$ cat config.mk
export PLATFORM = sky130hd
export DESIGN_NAME = multi_axis_tracker_ctrl_flat
export DESIGN_NICKNAME = d
export VERILOG_FILES = /design/src/rtl/tracker_pkg.sv /design/src/rtl/multi_axis_tracker_ctrl_if.sv /design/src/rtl/axis_err_calc.sv /design/src/rtl/multi_axis_tracker_ctrl.sv /design/src/flat_wrapper.sv
export SDC_FILE = /design/constraint.sdc
export NUM_CORES = 1
export LEC_CHECK = 0
export BUFFER_PORTS_ARGS = -buffer_cell sky130_fd_sc_hd__buf_2
export CAP_MARGIN = 20
export CORE_AREA = 2 2 119 121
export CTS_CLUSTER_SIZE = 28
export DETAILED_ROUTE_END_ITERATION = 6
export DIE_AREA = 0 0 121 123
export PLACE_DENSITY = 0.68
export RECOVER_POWER = 25
export SLEW_MARGIN = 20
export SYNTH_ARGS = -nofsm -noshare
export SYNTH_HDL_FRONTEND = slang
export SYNTH_SLANG_ARGS = --single-unit
$ cat constraint.sdc
create_clock -name clk -period 8.4 [get_ports clk]
set_input_delay 2.1 -clock clk [delete_from_list [all_inputs] [get_ports clk]]
set_output_delay 2.1 -clock clk [all_outputs]
set_load 0.05 [all_outputs]
$ cat src/rtl/tracker_pkg.sv
// Shared types and error arithmetic for the multi-axis tracker sequencer.
package tracker_pkg;

    // Operands are zero-extended to MAX_W bits before subtraction, so an
    // ERR_W-bit signed result holds exactly the same value as a W+1-bit one
    // for any W <= MAX_W.
    localparam int MAX_W = 32;
    localparam int ERR_W = MAX_W + 1;

    typedef enum logic [2:0] {
        ST_IDLE,
        ST_EVAL,
        ST_MOVE,
        ST_SETTLE,
        ST_NEXT
    } trk_state_t;

    typedef enum logic [1:0] {
        DIR_NONE,
        DIR_POS,
        DIR_NEG
    } trk_dir_t;

    // a - b as a signed value; never wraps because both operands are non-negative.
    function automatic logic signed [ERR_W-1:0] signed_err(input logic [MAX_W-1:0] a,
                                                           input logic [MAX_W-1:0] b);
        return $signed({1'b0, a}) - $signed({1'b0, b});
    endfunction

    // Magnitude of a signed error; the most negative value maps to its true magnitude.
    function automatic logic [ERR_W-1:0] abs_err(input logic signed [ERR_W-1:0] e);
        return e[ERR_W-1] ? $unsigned(-e) : $unsigned(e);
    endfunction

endpackage

$ cat src/rtl/multi_axis_tracker_ctrl_if.sv
// Front-end / motor-driver bundle of the tracker sequencer.
// There is no valid/ready handshake: every signal is a level, the front end
// updates inputs synchronously to clk and the sequencer samples them on every
// rising edge; outputs are registered and change only on rising edges.
interface multi_axis_tracker_ctrl_if #(
    parameter int N_AXES = 2,
    parameter int W      = 16
);
    localparam int AW = (N_AXES > 1) ? $clog2(N_AXES) : 1;

    logic                mode_manual;
    logic [N_AXES*W-1:0] sens_a;
    logic [N_AXES*W-1:0] sens_b;
    logic [N_AXES*W-1:0] pos_target;
    logic [N_AXES*W-1:0] pos_actual;
    logic [N_AXES-1:0]   mov_pos;
    logic [N_AXES-1:0]   mov_neg;
    logic [AW-1:0]       active_axis;
    logic [N_AXES-1:0]   axis_fault;
    logic                cycle_done;

    modport master (
        output mode_manual, sens_a, sens_b, pos_target, pos_actual,
        input  mov_pos, mov_neg, active_axis, axis_fault, cycle_done
    );

    modport slave (
        input  mode_manual, sens_a, sens_b, pos_target, pos_actual,
        output mov_pos, mov_neg, active_axis, axis_fault, cycle_done
    );
endinterface

$ cat src/rtl/axis_err_calc.sv
// Error magnitude and drive direction of the selected axis, in either mode.
module axis_err_calc
    import tracker_pkg::*;
#(
    parameter int                N_AXES    = 2,
    parameter int                W         = 16,
    parameter int                HALF_TURN = 180,
    parameter logic [N_AXES-1:0] WRAP_MASK = '0,
    parameter int                AW        = (N_AXES > 1) ? $clog2(N_AXES) : 1
) (
    input  logic                mode_manual,
    input  logic [N_AXES*W-1:0] sens_a,
    input  logic [N_AXES*W-1:0] sens_b,
    input  logic [N_AXES*W-1:0] pos_target,
    input  logic [N_AXES*W-1:0] pos_actual,
    input  logic [AW-1:0]       sel,
    output logic [ERR_W-1:0]    mag,
    output trk_dir_t            dir
);
    localparam logic [ERR_W-1:0] HALF_V = ERR_W'(HALF_TURN);

    logic [W-1:0]             op_a;
    logic [W-1:0]             op_b;
    logic                     wrap;
    logic signed [ERR_W-1:0]  err;

    // Pick the selected axis operands for the current mode.
    always_comb begin
        op_a = '0;
        op_b = '0;
        wrap = 1'b0;
        for (int i = 0; i < N_AXES; i++) begin
            if (sel == AW'(i)) begin
                op_a = mode_manual ? pos_target[i*W +: W] : sens_a[i*W +: W];
                op_b = mode_manual ? pos_actual[i*W +: W] : sens_b[i*W +: W];
                wrap = mode_manual & WRAP_MASK[i];
            end
        end
    end

    // Signed error, magnitude and direction; rotary axes take the short way round.
    always_comb begin
        err = signed_err(MAX_W'(op_a), MAX_W'(op_b));
        mag = abs_err(err);
        if (err[ERR_W-1]) begin
            dir = DIR_NEG;
        end else if (err != '0) begin
            dir = DIR_POS;
        end else begin
            dir = DIR_NONE;
        end
        if (wrap && (mag > HALF_V)) begin
            dir = (dir == DIR_POS) ? DIR_NEG : DIR_POS;
        end
    end
endmodule

$ cat src/rtl/multi_axis_tracker_ctrl.sv
// Round-robin motion sequencer: evaluates one axis at a time, moves it with
// hysteresis and a timeout, dwells to settle, then advances to the next axis.
module multi_axis_tracker_ctrl
    import tracker_pkg::*;
#(
    parameter int                N_AXES       = 2,
    parameter int                W            = 16,
    parameter int                TOL_START    = 5,
    parameter int                TOL_STOP     = 2,
    parameter int                HALF_TURN    = 180,
    parameter logic [N_AXES-1:0] WRAP_MASK    = '0,
    parameter int                SETTLE_CYC   = 1000,
    parameter int                MAX_MOVE_CYC = 2**20
) (
    input  logic                      clk,
    input  logic                      rst,
    multi_axis_tracker_ctrl_if.slave  bus,
    output trk_state_t                dbg_state
);
    localparam int AW  = (N_AXES > 1) ? $clog2(N_AXES) : 1;
    localparam int MCW = (MAX_MOVE_CYC > 1) ? $clog2(MAX_MOVE_CYC) : 1;
    localparam int SCW = (SETTLE_CYC > 1) ? $clog2(SETTLE_CYC) : 1;
    localparam logic [ERR_W-1:0] TOL_START_V = ERR_W'(TOL_START);
    localparam logic [ERR_W-1:0] TOL_STOP_V  = ERR_W'(TOL_STOP);

    trk_state_t        state_q, state_d;
    trk_dir_t          dir_q, dir_d;
    logic [AW-1:0]     a_q, a_d;
    logic [MCW-1:0]    move_cnt_q, move_cnt_d;
    logic [SCW-1:0]    settle_cnt_q, settle_cnt_d;
    logic [N_AXES-1:0] fault_q, fault_d;
    logic [N_AXES-1:0] mov_pos_q, mov_pos_d;
    logic [N_AXES-1:0] mov_neg_q, mov_neg_d;
    logic              done_q, done_d;
    logic              mode_q;
    logic [ERR_W-1:0]  mag;
    trk_dir_t          dir;

    axis_err_calc #(
        .N_AXES    (N_AXES),
        .W         (W),
        .HALF_TURN (HALF_TURN),
        .WRAP_MASK (WRAP_MASK),
        .AW        (AW)
    ) u_err (
        .mode_manual (bus.mode_manual),
        .sens_a      (bus.sens_a),
        .sens_b      (bus.sens_b),
        .pos_target  (bus.pos_target),
        .pos_actual  (bus.pos_actual),
        .sel         (a_q),
        .mag         (mag),
        .dir         (dir)
    );

    // Next state, counters, faults and the registered output values.
    always_comb begin
        state_d      = state_q;
        dir_d        = dir_q;
        a_d          = a_q;
        move_cnt_d   = move_cnt_q;
        settle_cnt_d = settle_cnt_q;
        fault_d      = fault_q;
        done_d       = 1'b0;
        mov_pos_d    = '0;
        mov_neg_d    = '0;

        case (state_q)
            ST_IDLE: begin
                state_d = ST_EVAL;
                a_d     = '0;
            end
            ST_EVAL: begin
                move_cnt_d   = '0;
                settle_cnt_d = '0;
                if (fault_q[a_q] || (mag <= TOL_START_V)) begin
                    state_d = ST_SETTLE;
                    dir_d   = DIR_NONE;
                end else begin
                    state_d = ST_MOVE;
                    dir_d   = dir;
                end
            end
            ST_MOVE: begin
                if (mag <= TOL_STOP_V) begin
                    state_d = ST_SETTLE;
                end else if (move_cnt_q == MCW'(MAX_MOVE_CYC - 1)) begin
                    fault_d[a_q] = 1'b1;
                    state_d      = ST_SETTLE;
                end else if (dir != dir_q) begin
                    // Overshoot: error sign no longer matches the drive direction.
                    state_d = ST_SETTLE;
                end else begin
                    move_cnt_d = move_cnt_q + 1'b1;
                end
                if (state_d == ST_SETTLE) begin
                    dir_d        = DIR_NONE;
                    settle_cnt_d = '0;
                end
            end
            ST_SETTLE: begin
                if (settle_cnt_q == SCW'(SETTLE_CYC - 1)) begin
                    state_d = ST_NEXT;
                end else begin
                    settle_cnt_d = settle_cnt_q + 1'b1;
                end
            end
            ST_NEXT: begin
                state_d = ST_EVAL;
                if (a_q == AW'(N_AXES - 1)) begin
                    a_d    = '0;
                    done_d = 1'b1;
                end else begin
                    a_d = a_q + 1'b1;
                end
            end
            default: state_d = ST_IDLE;
        endcase

        // A mode change abandons the pass and restarts from axis 0; faults stay.
        if (mode_q != bus.mode_manual) begin
            state_d      = ST_EVAL;
            dir_d        = DIR_NONE;
            a_d          = '0;
            move_cnt_d   = '0;
            settle_cnt_d = '0;
            done_d       = 1'b0;
        end

        if (state_d == ST_MOVE) begin
            mov_pos_d[a_d] = (dir_d == DIR_POS);
            mov_neg_d[a_d] = (dir_d == DIR_NEG);
        end
    end

    // State, counters and all outputs are registered here.
    always_ff @(posedge clk) begin
        mode_q <= bus.mode_manual;
        if (rst) begin
            state_q      <= ST_IDLE;
            dir_q        <= DIR_NONE;
            a_q          <= '0;
            move_cnt_q   <= '0;
            settle_cnt_q <= '0;
            fault_q      <= '0;
            mov_pos_q    <= '0;
            mov_neg_q    <= '0;
            done_q       <= 1'b0;
        end else begin
            state_q      <= state_d;
            dir_q        <= dir_d;
            a_q          <= a_d;
            move_cnt_q   <= move_cnt_d;
            settle_cnt_q <= settle_cnt_d;
            fault_q      <= fault_d;
            mov_pos_q    <= mov_pos_d;
            mov_neg_q    <= mov_neg_d;
            done_q       <= done_d;
        end
    end

    assign bus.mov_pos     = mov_pos_q;
    assign bus.mov_neg     = mov_neg_q;
    assign bus.active_axis = a_q;
    assign bus.axis_fault  = fault_q;
    assign bus.cycle_done  = done_q;
    assign dbg_state       = state_q;
endmodule

$ cat src/flat_wrapper.sv
// flat-port wrapper written by rule: the top's interface ports become plain ports
module multi_axis_tracker_ctrl_flat import tracker_pkg::*;
#(
    parameter int                N_AXES       = 2,
    parameter int                W            = 16,
    parameter int                TOL_START    = 5,
    parameter int                TOL_STOP     = 2,
    parameter int                HALF_TURN    = 180,
    parameter logic [N_AXES-1:0] WRAP_MASK    = '0,
    parameter int                SETTLE_CYC   = 1000,
    parameter int                MAX_MOVE_CYC = 2**20
)
  (clk, rst, dbg_state, bus_mode_manual, bus_sens_a, bus_sens_b, bus_pos_target, bus_pos_actual, bus_mov_pos, bus_mov_neg, bus_active_axis, bus_axis_fault, bus_cycle_done);
  multi_axis_tracker_ctrl_if #(.N_AXES(N_AXES), .W(W)) bus_i ();
  input  logic clk;
  input  logic rst;
  output trk_state_t dbg_state;
  input wire logic [$bits(bus_i.mode_manual)-1:0] bus_mode_manual;
  input wire logic [$bits(bus_i.sens_a)-1:0] bus_sens_a;
  input wire logic [$bits(bus_i.sens_b)-1:0] bus_sens_b;
  input wire logic [$bits(bus_i.pos_target)-1:0] bus_pos_target;
  input wire logic [$bits(bus_i.pos_actual)-1:0] bus_pos_actual;
  output wire logic [$bits(bus_i.mov_pos)-1:0] bus_mov_pos;
  output wire logic [$bits(bus_i.mov_neg)-1:0] bus_mov_neg;
  output wire logic [$bits(bus_i.active_axis)-1:0] bus_active_axis;
  output wire logic [$bits(bus_i.axis_fault)-1:0] bus_axis_fault;
  output wire logic [$bits(bus_i.cycle_done)-1:0] bus_cycle_done;
  assign bus_i.mode_manual = bus_mode_manual;
  assign bus_i.sens_a = bus_sens_a;
  assign bus_i.sens_b = bus_sens_b;
  assign bus_i.pos_target = bus_pos_target;
  assign bus_i.pos_actual = bus_pos_actual;
  assign bus_mov_pos = bus_i.mov_pos;
  assign bus_mov_neg = bus_i.mov_neg;
  assign bus_active_axis = bus_i.active_axis;
  assign bus_axis_fault = bus_i.axis_fault;
  assign bus_cycle_done = bus_i.cycle_done;
  multi_axis_tracker_ctrl #(.N_AXES(N_AXES), .W(W), .TOL_START(TOL_START), .TOL_STOP(TOL_STOP), .HALF_TURN(HALF_TURN), .WRAP_MASK(WRAP_MASK), .SETTLE_CYC(SETTLE_CYC), .MAX_MOVE_CYC(MAX_MOVE_CYC)) u_core (.clk(clk), .rst(rst), .bus(bus_i), .dbg_state(dbg_state));
endmodule
=== Yosys cells after proc, flatten, opt, wreduce, memory -nomap -nowiden ===
Index checks and enable logic that the tools add are counted.

* $add $sub $neg: 5
* Equal/unequal tests: 17
* Mux-type cells: 38
* $lt $le $gt $ge: 6
* Bitwise operators: 6
* Reductions and logical operators: 14

{| class="wikitable"
|+ Operators with widths
! cell !! count
|-
| 2-to-1 mux 16 bit || 6
|-
| 2-to-1 mux 20 bit || 3
|-
| case mux 20 bit (2 select lines) || 1
|-
| less-or-equal comparator 33 x 2 -> 1 bit (second input constant) || 1
|-
| less-or-equal comparator 33 x 3 -> 1 bit (second input constant) || 1
|-
| 2-to-1 mux 33 bit || 1
|-
| negator 17 -> 33 bit || 1
|-
| nonzero test 33 bit || 1
|-
| case mux 10 bit (3 select lines) || 1
|-
| adder 20 x 1 -> 20 bit (second input constant) || 1
|-
| equality test 20 bit (second input constant) || 1
|-
| 2-to-1 mux 10 bit || 2
|-
| 2-to-1 mux 3 bit || 6
|-
| subtractor 16 x 16 -> 17 bit || 1
|-
| equality test 3 x 2 -> 1 bit (second input constant) || 4
|-
| case mux 3 bit (4 select lines) || 1
|-
| adder 10 x 1 -> 10 bit (second input constant) || 1
|-
| equality test 10 bit (second input constant) || 1
|-
| 2-to-1 mux 1 bit || 9
|-
| 2-to-1 mux 2 bit || 4
|-
| inequality test 2 bit (second input constant) || 4
|-
| AND reduction 3 bit || 2
|-
| OR reduction 2 bit || 3
|-
| bitwise AND 2 bit || 2
|-
| 22 further kinds || 28
|}

* Bits in registers: 44
* Output and inout port bits: 11
* Word-level logic and storage cells: 96
* Bits of input ports: 131

=== Longest topological paths before layout ===
Gate-level depths: netlist of run 1.

* Word-level depth: 17
* Gate-level depth with buffers: 20

=== By module ===
A second synthesis of run 1 with hierarchy kept.

* Cells, all modules: 502
* Area total of the unflattened synthesis: 4325.4 µm²

{| class="wikitable"
|+ By module, submodules not included
! module !! area each (µm²) !! cells each !! times used
|-
| axis_err_calc || 2173.3 || 243 || 1
|-
| multi_axis_tracker_ctrl || 2152.1 || 259 || 1
|}

=== Worst setup path after synthesis of run 1 ===
OpenSTA, ideal clock, no wires.

* Kind: input to register
* Start: input bus_mode_manual
* End: register u_core.settle_cnt_q[4]
* Data required time: 8327 ps
* Data arrival time: 6866 ps
* Setup slack: 1461 ps
* Path buffers: 2
* Stages on the path: 17
* Cells stage by stage: clkbuf_1 buf_1 mux4_2 ha_1 fa_1 nand2b_1 a211oi_2 o21a_1 o32ai_1 nor3_1 nand3_2 or4_1 a31oi_1 and4_4 o21ai_2 or3_1 a21oi_1

* Cells in the longest elaborated chain, start to end: 14
* Elaborated cells on any way between the ends: 23
* Classes of those cells: 2 x add/sub; 1 x order compare; 4 x eq/ne; 13 x mux; 3 x reduce/logical

{| class="wikitable"
|+ RTL lines
! what !! line !! RTL
|-
| from (decl) || flat_wrapper.sv:18 || <nowiki>input wire logic [$bits(bus_i.mode_manual)-1:0] bus_mode_manual;</nowiki>
|-
| parallel branches: the longest is 14 deep, another holds negator 17 -> 33 bit || n/a ||
|-
| to (signal assigned) || multi_axis_tracker_ctrl.sv:154 || <nowiki>settle_cnt_q <= settle_cnt_d;</nowiki>
|-
| to (decl) || multi_axis_tracker_ctrl.sv:30 || <nowiki>logic [SCW-1:0] settle_cnt_q, settle_cnt_d;</nowiki>
|}

Parallel ways; which one is timed is not known. The select of a mux whose other input is x is not followed.
A chain may end at the register's enable or synchronous reset.

=== Final worst setup path of run 1 ===
* Start: input bus_mode_manual
* End: register u_core.move_cnt_q[8]

* Cells in the longest elaborated chain, start to end: 9
* Elaborated cells on any way between the ends: 19
* Classes of those cells: 2 x add/sub; 1 x order compare; 4 x eq/ne; 9 x mux; 3 x reduce/logical

{| class="wikitable"
|+ RTL lines
! what !! line !! RTL
|-
| parallel branches: the longest is 9 deep, another holds negator 17 -> 33 bit || n/a ||
|-
| to (signal assigned) || multi_axis_tracker_ctrl.sv:153 || <nowiki>move_cnt_q <= move_cnt_d;</nowiki>
|-
| to (decl) || multi_axis_tracker_ctrl.sv:29 || <nowiki>logic [MCW-1:0] move_cnt_q, move_cnt_d;</nowiki>
|}

Parallel ways; which one is timed is not known.

==> results.txt, run 1 <==
Inserted Clock Buffers: 5
Worst R2R Path Depth: 17
Area Overhead vs Synth: 21.3%
Drt via density: 5.54
Site row count: 43
Uppermost layer routed: met4
CTS sink cnt: 44
Final ANT Viol Nets: 0
CP endpoint kind: flop
CTS-repair resized insts: 0
Overflow after GRT: 0
Hold-fix buffers, CTS: 0
Worst-Margin Slew: 1.91 ns
Xor/xnor share of the synthesized area: 4.12%
RSZ-0062 raised after global routing: no
Final nets: 848
Fin Setup TNS: 0 ns
Met1 WL: 5490 um
Vias in the first global route: 4,546
Detailed placement HPWL: 10,300 um
Starting Density: 34.3%
Drt total wl: 12,700 um
Layout cells sized above 1: 28.5%
Violated checks: capacitance limit, slew limit
Largest family of logic cells by synthesized area: simple AND/OR/NAND/NOR gates
Net Count, Synth: 722
Die Y: 123 um
WL/cell: 14.4 um
Primary FF master, synth: dfxtp_1
Core ar.: 0.0136 mm2
Period minus WS final: 7.21 ns
Die Span X: 121 um
Reg2Reg Capture Point: u_core.move_cnt_q[8]
Cell area after layout: 0.00567 mm2
Root buffer cell: clkbuf_16
Crit path max fanout: 17
Max-Cap Viols: 1
DP Area: 0.00553 mm2
Synthesized instance count: 570
Max-slew headroom: -27.5%
Most common cell after layout, fill and taps aside: buf_2
Longest Clk Path Bufs: 2
Worst r2r src: u_core.bus.active_axis
WP data required: 8.61 ns
Slew Limit Fails: 39
Pwr Density: 133 mW/mm2
Arrival time at the worst endpoint: 7.41 ns
CTS tree: yes
Die area: 0.0149 mm2
Hold Vio Cnt, Final: 0
Status: complete, but fails checks
Min-delay worst type: flop to flop
Fin crit share: 85.8%
Final setup viols: 0
FILL cells: 1,400
Ys Warns: 0
Ports: 142
First-pass GRT wire length: 21,400 um
Initial antenna violation count: 1
Cell Area, Synth: 0.00467 mm2
Clock Latency Late Sink: 0.28 ns
Seq cells post-synth: 44
Max Clock Skew: 0.00392 ns
Multiplexer share of the synthesized area: 17.9%
Worst vdd ir: 0.102 mV
Vias: 4,860
Simple-gate portion of the synthesized area: 26.2%
Largest net degree at the start of global routing: 39
GR Util All Layers: 17.4%
Compound-Gate Fraction of Synth Area: 22.3%
Pre-Repair DR Iteration Count: 5
Worst-path clk slew: 0.06 ns
Post-synth cell types: 63
Pleak: 2.38 nW
RePlAce Congestion: 0.931
Number of flops mapped to enable cells by yosys: 0
WL met3: 769 um
Register area share after synthesis: 18.9%
Flop2flop setup slack: 1.86 ns
Hold Path Depth: 2
Async S/R FF share, synth: 0%
Initial drt markers: 364
Synthesized area per cell: 8.20 um2
Fmax achieved: 0.139 GHz
Setup CP Type: primary input to flop
Buffers on Ports: 141
Residual DRC: 0
Synth Area in Adders: 5.78%
Startpoint type of the worst setup path: primary input
Metal2 WL: 6250 um
Most frequent cells in the layout: 131 x buf_2, 59 x nor2_1, 44 x dfxtp_1, 43 x nand2_1, 40 x a21oi_1
H-tree depth: 2
HP Start: u_core.move_cnt_q[12]
Setup Buffers After CTS: 0
Hold worst-path end: u_core.move_cnt_q[12]
how the worst max path moves through the flow:
stage | from | end | slack, ns
after floorplan | bus_mode_manual | u_core.settle_cnt_q[4] | 1.46
after global placement | bus_mode_manual | u_core.settle_cnt_q[4] | 1.07
after detailed placement | bus_mode_manual | u_core.move_cnt_q[8] | 0.97
after CTS | bus_mode_manual | u_core.move_cnt_q[8] | 1.26
after global routing | bus_mode_manual | u_core.move_cnt_q[7] | 0.60
final | bus_mode_manual | u_core.move_cnt_q[8] | 1.19
cells by family after synthesis:
logic type,after synthesis
xor+xnor,22
fa+ha+maj,21
flops,44
buf+inv,55
mux,43
compound gates,151
simple gates,234
synth_stat cells (3+ instances only):
library cell / n / share of area (%)
nor2_1: 59 / 4.7
dfxtp_1: 44 / 19
nand2_1: 43 / 3.5
a21oi_1: 40 / 4.3
mux4_2: 32 / 15
inv_1: 26 / 2.1
o21ai_0: 26 / 2.8
ha_1: 20 / 5.4
and3_1: 19 / 2.5
nand3_1: 18 / 1.9
xor2_1: 17 / 3.2
nor3_1: 16 / 1.7
clkbuf_1: 15 / 1.2
a211oi_1: 14 / 2.2
and2_1: 13 / 1.7
or3_1: 13 / 1.7
a21o_1: 11 / 1.8
nand4_1: 10 / 1.3
buf_2: 9 / 0.96
mux2i_1: 8 / 1.7
o211ai_1: 8 / 1.3
or4_1: 8 / 1.3
o31ai_1: 7 / 1.1
a31o_2: 6 / 1.1
nor4_1: 6 / 0.80
or2_2: 6 / 0.80
a31oi_1: 5 / 0.67
and4_1: 5 / 0.94
xnor2_1: 5 / 0.94
buf_1: 4 / 0.32
o2111ai_1: 4 / 0.75
a22o_1: 3 / 0.56
mux2_2: 3 / 0.72
nand2b_1: 3 / 0.40
nand3b_1: 3 / 0.48
nand4b_1: 3 / 0.56
o211a_1: 3 / 0.64
o22ai_1: 3 / 0.40
where the power goes:
part	switching, mW	internal (mW)
combinational	0.191	0.137
sequential	0.00349	0.211
clock	0.0746	0.137
flip-flops by register name, indices dropped and copies added (netlist names), 2 cells and up:
name	flops
u_core.settle_cnt_q	10
u_core.move_cnt_q	20
u_core.dir_q	2
u_core.bus.axis_fault	2
u_core.bus.mov_pos	2
u_core.bus.mov_neg	2
u_core.dbg_state	3
layer usage:
layer,vias up,track usage [%]
met5,-,0
met4,0,3.34
met3,21,3.00
met2,172,30.9
met1,2230,22.3
li1,2437,-
critical path: stages:
cell     delay, ns
buf_2         0.42
buf_4         0.31
mux4_2        0.52
ha_1          0.47
nand2_1       0.15
o21ai_0       0.34
a22o_1        0.23
o32ai_1       0.16
nor3_1        0.60
nand3_2       0.15
or4_1         0.52
a31oi_1       0.23
nand4_1       0.17
a21oi_1       0.68
o21ai_0       0.20
a21oi_1       0.15
area by class of cell:
cell class                      count  area (um2)  area share (%)
Antenna cell                        2        5.00          0.0883
Clock inverter                      1        30.0           0.530
Sequential cell                    44         881            15.5
Tap cell                          180         225            3.97
Multi-Input combinational cell    471        3570            62.9
Clock buffer                        5         125            2.21
Timing Repair Buffer              148         738            13.0
Inverter                           26        97.6            1.72
metrics by stage:
stage / std cells / setup WS, ns / util [%] / total power [mW] / hold WS, ns
3_5_place_dp: 869 / 0.967 / 40.6 / 0.544 / 0.467
6_report: 877 / 1.19 / 41.6 / 0.754 / 0.475
4_1_cts: 875 / 1.26 / 41.8 / 0.755 / 0.474
2_1_floorplan: 570 / 1.46 / - / 0.457 / 0.440
3_3_place_gp: 869 / 1.07 / 40.6 / 0.543 / 0.456
5_1_grt: 875 / 0.603 / 41.6 / 0.808 / 0.497
Note: power is estimated with default switching activity, not from simulation.
==> run 2, diff against run 1 <==
--- a/config.mk
+++ b/config.mk
@@ -11,7 +11,7 @@
 export CTS_CLUSTER_SIZE = 28
 export DETAILED_ROUTE_END_ITERATION = 6
 export DIE_AREA = 0 0 121 123
-export PLACE_DENSITY = 0.68
+export PLACE_DENSITY_LB_ADDON = 0.2
 export RECOVER_POWER = 25
 export SLEW_MARGIN = 20
 export SYNTH_ARGS = -nofsm -noshare
==> run 2 against run 1 <==
The run now ends clean. First-iteration DRC count fell by 48%. Critical path depth rose by 1. Die area did not move. Clock power rose by 9.5%. Setup slack improved by 0.11 ns. Count of clock-buffer cells in the layout rose by 1. Worst hold slack barely moved. Clock skew rose by 0.0045 ns. Via count rose by 0.91%. Maximum frequency rose by 1.5%. Non-clock buffer count fell by 1.
==> results.txt, run 2 (synthesized netlist as in run 1, its figures left out) <==
Layout cells sized above 1: 28.7% (+0.25 points)
Max-slew headroom: 37.7% (+65 points)
Worst vdd ir: 0.0710 mV (-30%)
RePlAce Congestion: 0.880 (-5.4%)
Most flops, register: u_core.move_cnt_q
Crit-path max cell delay: 0.70 ns (+0.02 ns)
Residual DRC: 0 (unchanged)
CTS sink cnt: 44 (unchanged)
Max-Cap Viols: 0 (-1)
Post-placement cell count: 868 (-0.12%)
Worst-path clk slew: 0.06 ns (about the same)
First-pass GRT wire length: 22,500 um (+5.3%)
Longest Clk Path Bufs: 2 (unchanged)
H-tree depth: 2 (unchanged)
Drt via density: 5.60 (+1.0%)
GR Util All Layers: 18.1% (+0.67 points)
Total Power: 773 uW (+2.6%)
Hold worst-path end: u_core.move_cnt_q[12]
Initial drt markers: 188 (-48%)
Crit path from: bus_mode_manual
Overflow after GRT: 0 (unchanged)
Arrival time at the worst endpoint: 7.31 ns (-0.10 ns)
Die area: 0.0149 mm2 (unchanged)
Root buffer cell: clkbuf_16
Hold Vio Cnt, Final: 0 (unchanged)
Startpoint type of the worst setup path: primary input
Period minus WS final: 7.10 ns (-0.108 ns)
Pleak: 2.39 nW (+0.45%)
Initial antenna violation count: 0 (-1)
Die Y: 123 um (unchanged)
Most common cell after layout, fill and taps aside: buf_2
Pre-Repair DR Iteration Count: 5 (unchanged)
Max FFs per register: 20 (unchanged)
Most frequent cells in the layout: 130 x buf_2, 59 x nor2_1, 44 x dfxtp_1, 43 x nand2_1, 40 x a21oi_1
Final nets: 847 (-0.12%)
Worst R2R Path Depth: 16 (-1)
CP max-delay cell: o311ai_1
Setup Buffers After CTS: 0 (unchanged)
Largest net degree at the start of global routing: 33 (-15%)
Reg2Reg Capture Point: u_core.move_cnt_q[8]
Die Span X: 121 um (unchanged)
Final setup viols: 0 (unchanged)
CP endpoint kind: flop
Pwr Density: 136 mW/mm2 (+2.3%)
Min-delay worst type: flop to flop
Worst r2r src: u_core.bus.active_axis
WP data required: 8.61 ns (about the same)
Detailed placement HPWL: 10,600 um (+2.7%)
Vias: 4,904 (+0.91%)
Area Overhead vs Synth: 21.7%
HP Start: u_core.move_cnt_q[12]
Hold Path Depth: 2 (unchanged)
CTS-repair resized insts: 0 (unchanged)
Most numerous cell on the critical path: a21oi_1
CP bufs+invs: 3 (+1)
Fin Setup TNS: 0 ns (unchanged)
WL/cell: 14.8 um (+2.5%)
Buffers on Ports: 141 (unchanged)
RSZ-0062 raised after global routing: no
Crit path max fanout: 18 (+1)
Max Clock Skew: 0.00841 ns (+0.00449 ns)
Flop2flop setup slack: 3.02 ns (+1.16 ns)
Final ANT Viol Nets: 0 (unchanged)
Site row count: 43 (unchanged)
Crit-path cells: buf_2, buf_4, mux4_2, ha_1, a21oi_1, o21ai_0, a21oi_1, nand2_1, o311ai_1, o211ai_1, nor4b_1, mux2i_1, nor2_1, buf_4, o21ai_0, nand2_1, a21oi_1
Core ar.: 0.0136 mm2 (unchanged)
Inserted Clock Buffers: 5 (unchanged)
Post-Layout Cell Count: 876 (-0.11%)
Number of antenna diodes: 0 (-2)
Worst-Margin Slew: 0.931 ns (-0.981 ns)
Ports: 142 (unchanged)
Slew Limit Fails: 0 (-100%)
Drt total wl: 13,000 um (+2.4%)
Hold-fix buffers, CTS: 0 (unchanged)
Clock Latency Late Sink: 0.29 ns (about the same)
Vias in the first global route: 4,989 (+9.7%)
Fin crit share: 84.5% (-1.3 points)
Status: complete, no violations
Critical path's top delay family: compound AO/OA/AOI/OAI gates
Setup CP Type: primary input to flop
Starting Density: 34.3% (unchanged)
Fmax achieved: 0.141 GHz (+1.5%)
CTS tree: yes
==> run 2: cell count changes in the layout (fill, tap and decap cells not counted), sizes merged <==
| cell | change |
|---|---|
| clkinv | +1 |
| diode | -2 |
==> run 2: worst reg2reg max path, stage by stage (launching register included) <==
cell      delay (ns)
dfxtp_1         0.44
buf_4           0.40
mux4_2          0.41
ha_1            0.21
fa_1            0.42
nand2b_1        0.23
a211oi_2        0.37
o21a_1          0.21
o32ai_1         0.12
nor3_1          0.56
nand3_2         0.13
or4_1           0.51
a31oi_1         0.22
nand4_1         0.15
a21oi_1         0.59
o21ai_0         0.20
a21oi_1         0.14
==> run 2: how the worst max path moves through the flow <==
stage	endpoint	cells past startpoint
5_1_grt	u_core.move_cnt_q[8]	16
3_3_place_gp	u_core.settle_cnt_q[4]	17
6_report	u_core.settle_cnt_q[4]	17
3_5_place_dp	u_core.settle_cnt_q[4]	17
2_1_floorplan	u_core.settle_cnt_q[4]	17
4_1_cts	u_core.move_cnt_q[8]	16
==> run 2: area by class of cell <==
cell class | count | area (um2)
inverter | 26 | 97.6
sequential | 44 | 881
timing repair buffer | 147 | 737
clock buffer | 6 | 139
multi-input combinational | 471 | 3570
tap | 180 | 225
fill | 1406 | 7930
clock inverter | 2 | 38.8
==> run 2: through the flow <==
step / setup WS [ns] / hold slack, ns / utilization [%] / cell area (um2)
5_1_grt: 0.505 / 0.530 / 41.8 / 5680
6_report: 1.30 / 0.475 / 41.8 / 5680
3_5_place_dp: 0.998 / 0.465 / 40.6 / 5520
4_1_cts: 1.31 / 0.474 / 41.9 / 5700
2_1_floorplan: 1.46 / 0.440 / - / 4670
3_3_place_gp: 1.19 / 0.449 / 40.6 / 5520
==> run 2: power by group <==
group	total, mW	internal, mW	switching, mW
clock	0.231	0.149	0.0820
combinational	0.328	0.135	0.193
sequential	0.214	0.211	0.00372
total	0.773	0.495	0.278
==> run 2: routing by layer <==
layer | track usage [%] | vias to the layer above | part of all wire (%)
met5 | 0 | - | 0
met4 | 4.58 | 0 | 1.1
met3 | 2.77 | 13 | 4.5
met2 | 32.4 | 151 | 50
met1 | 22.7 | 2304 | 45
li1 | - | 2436 | -
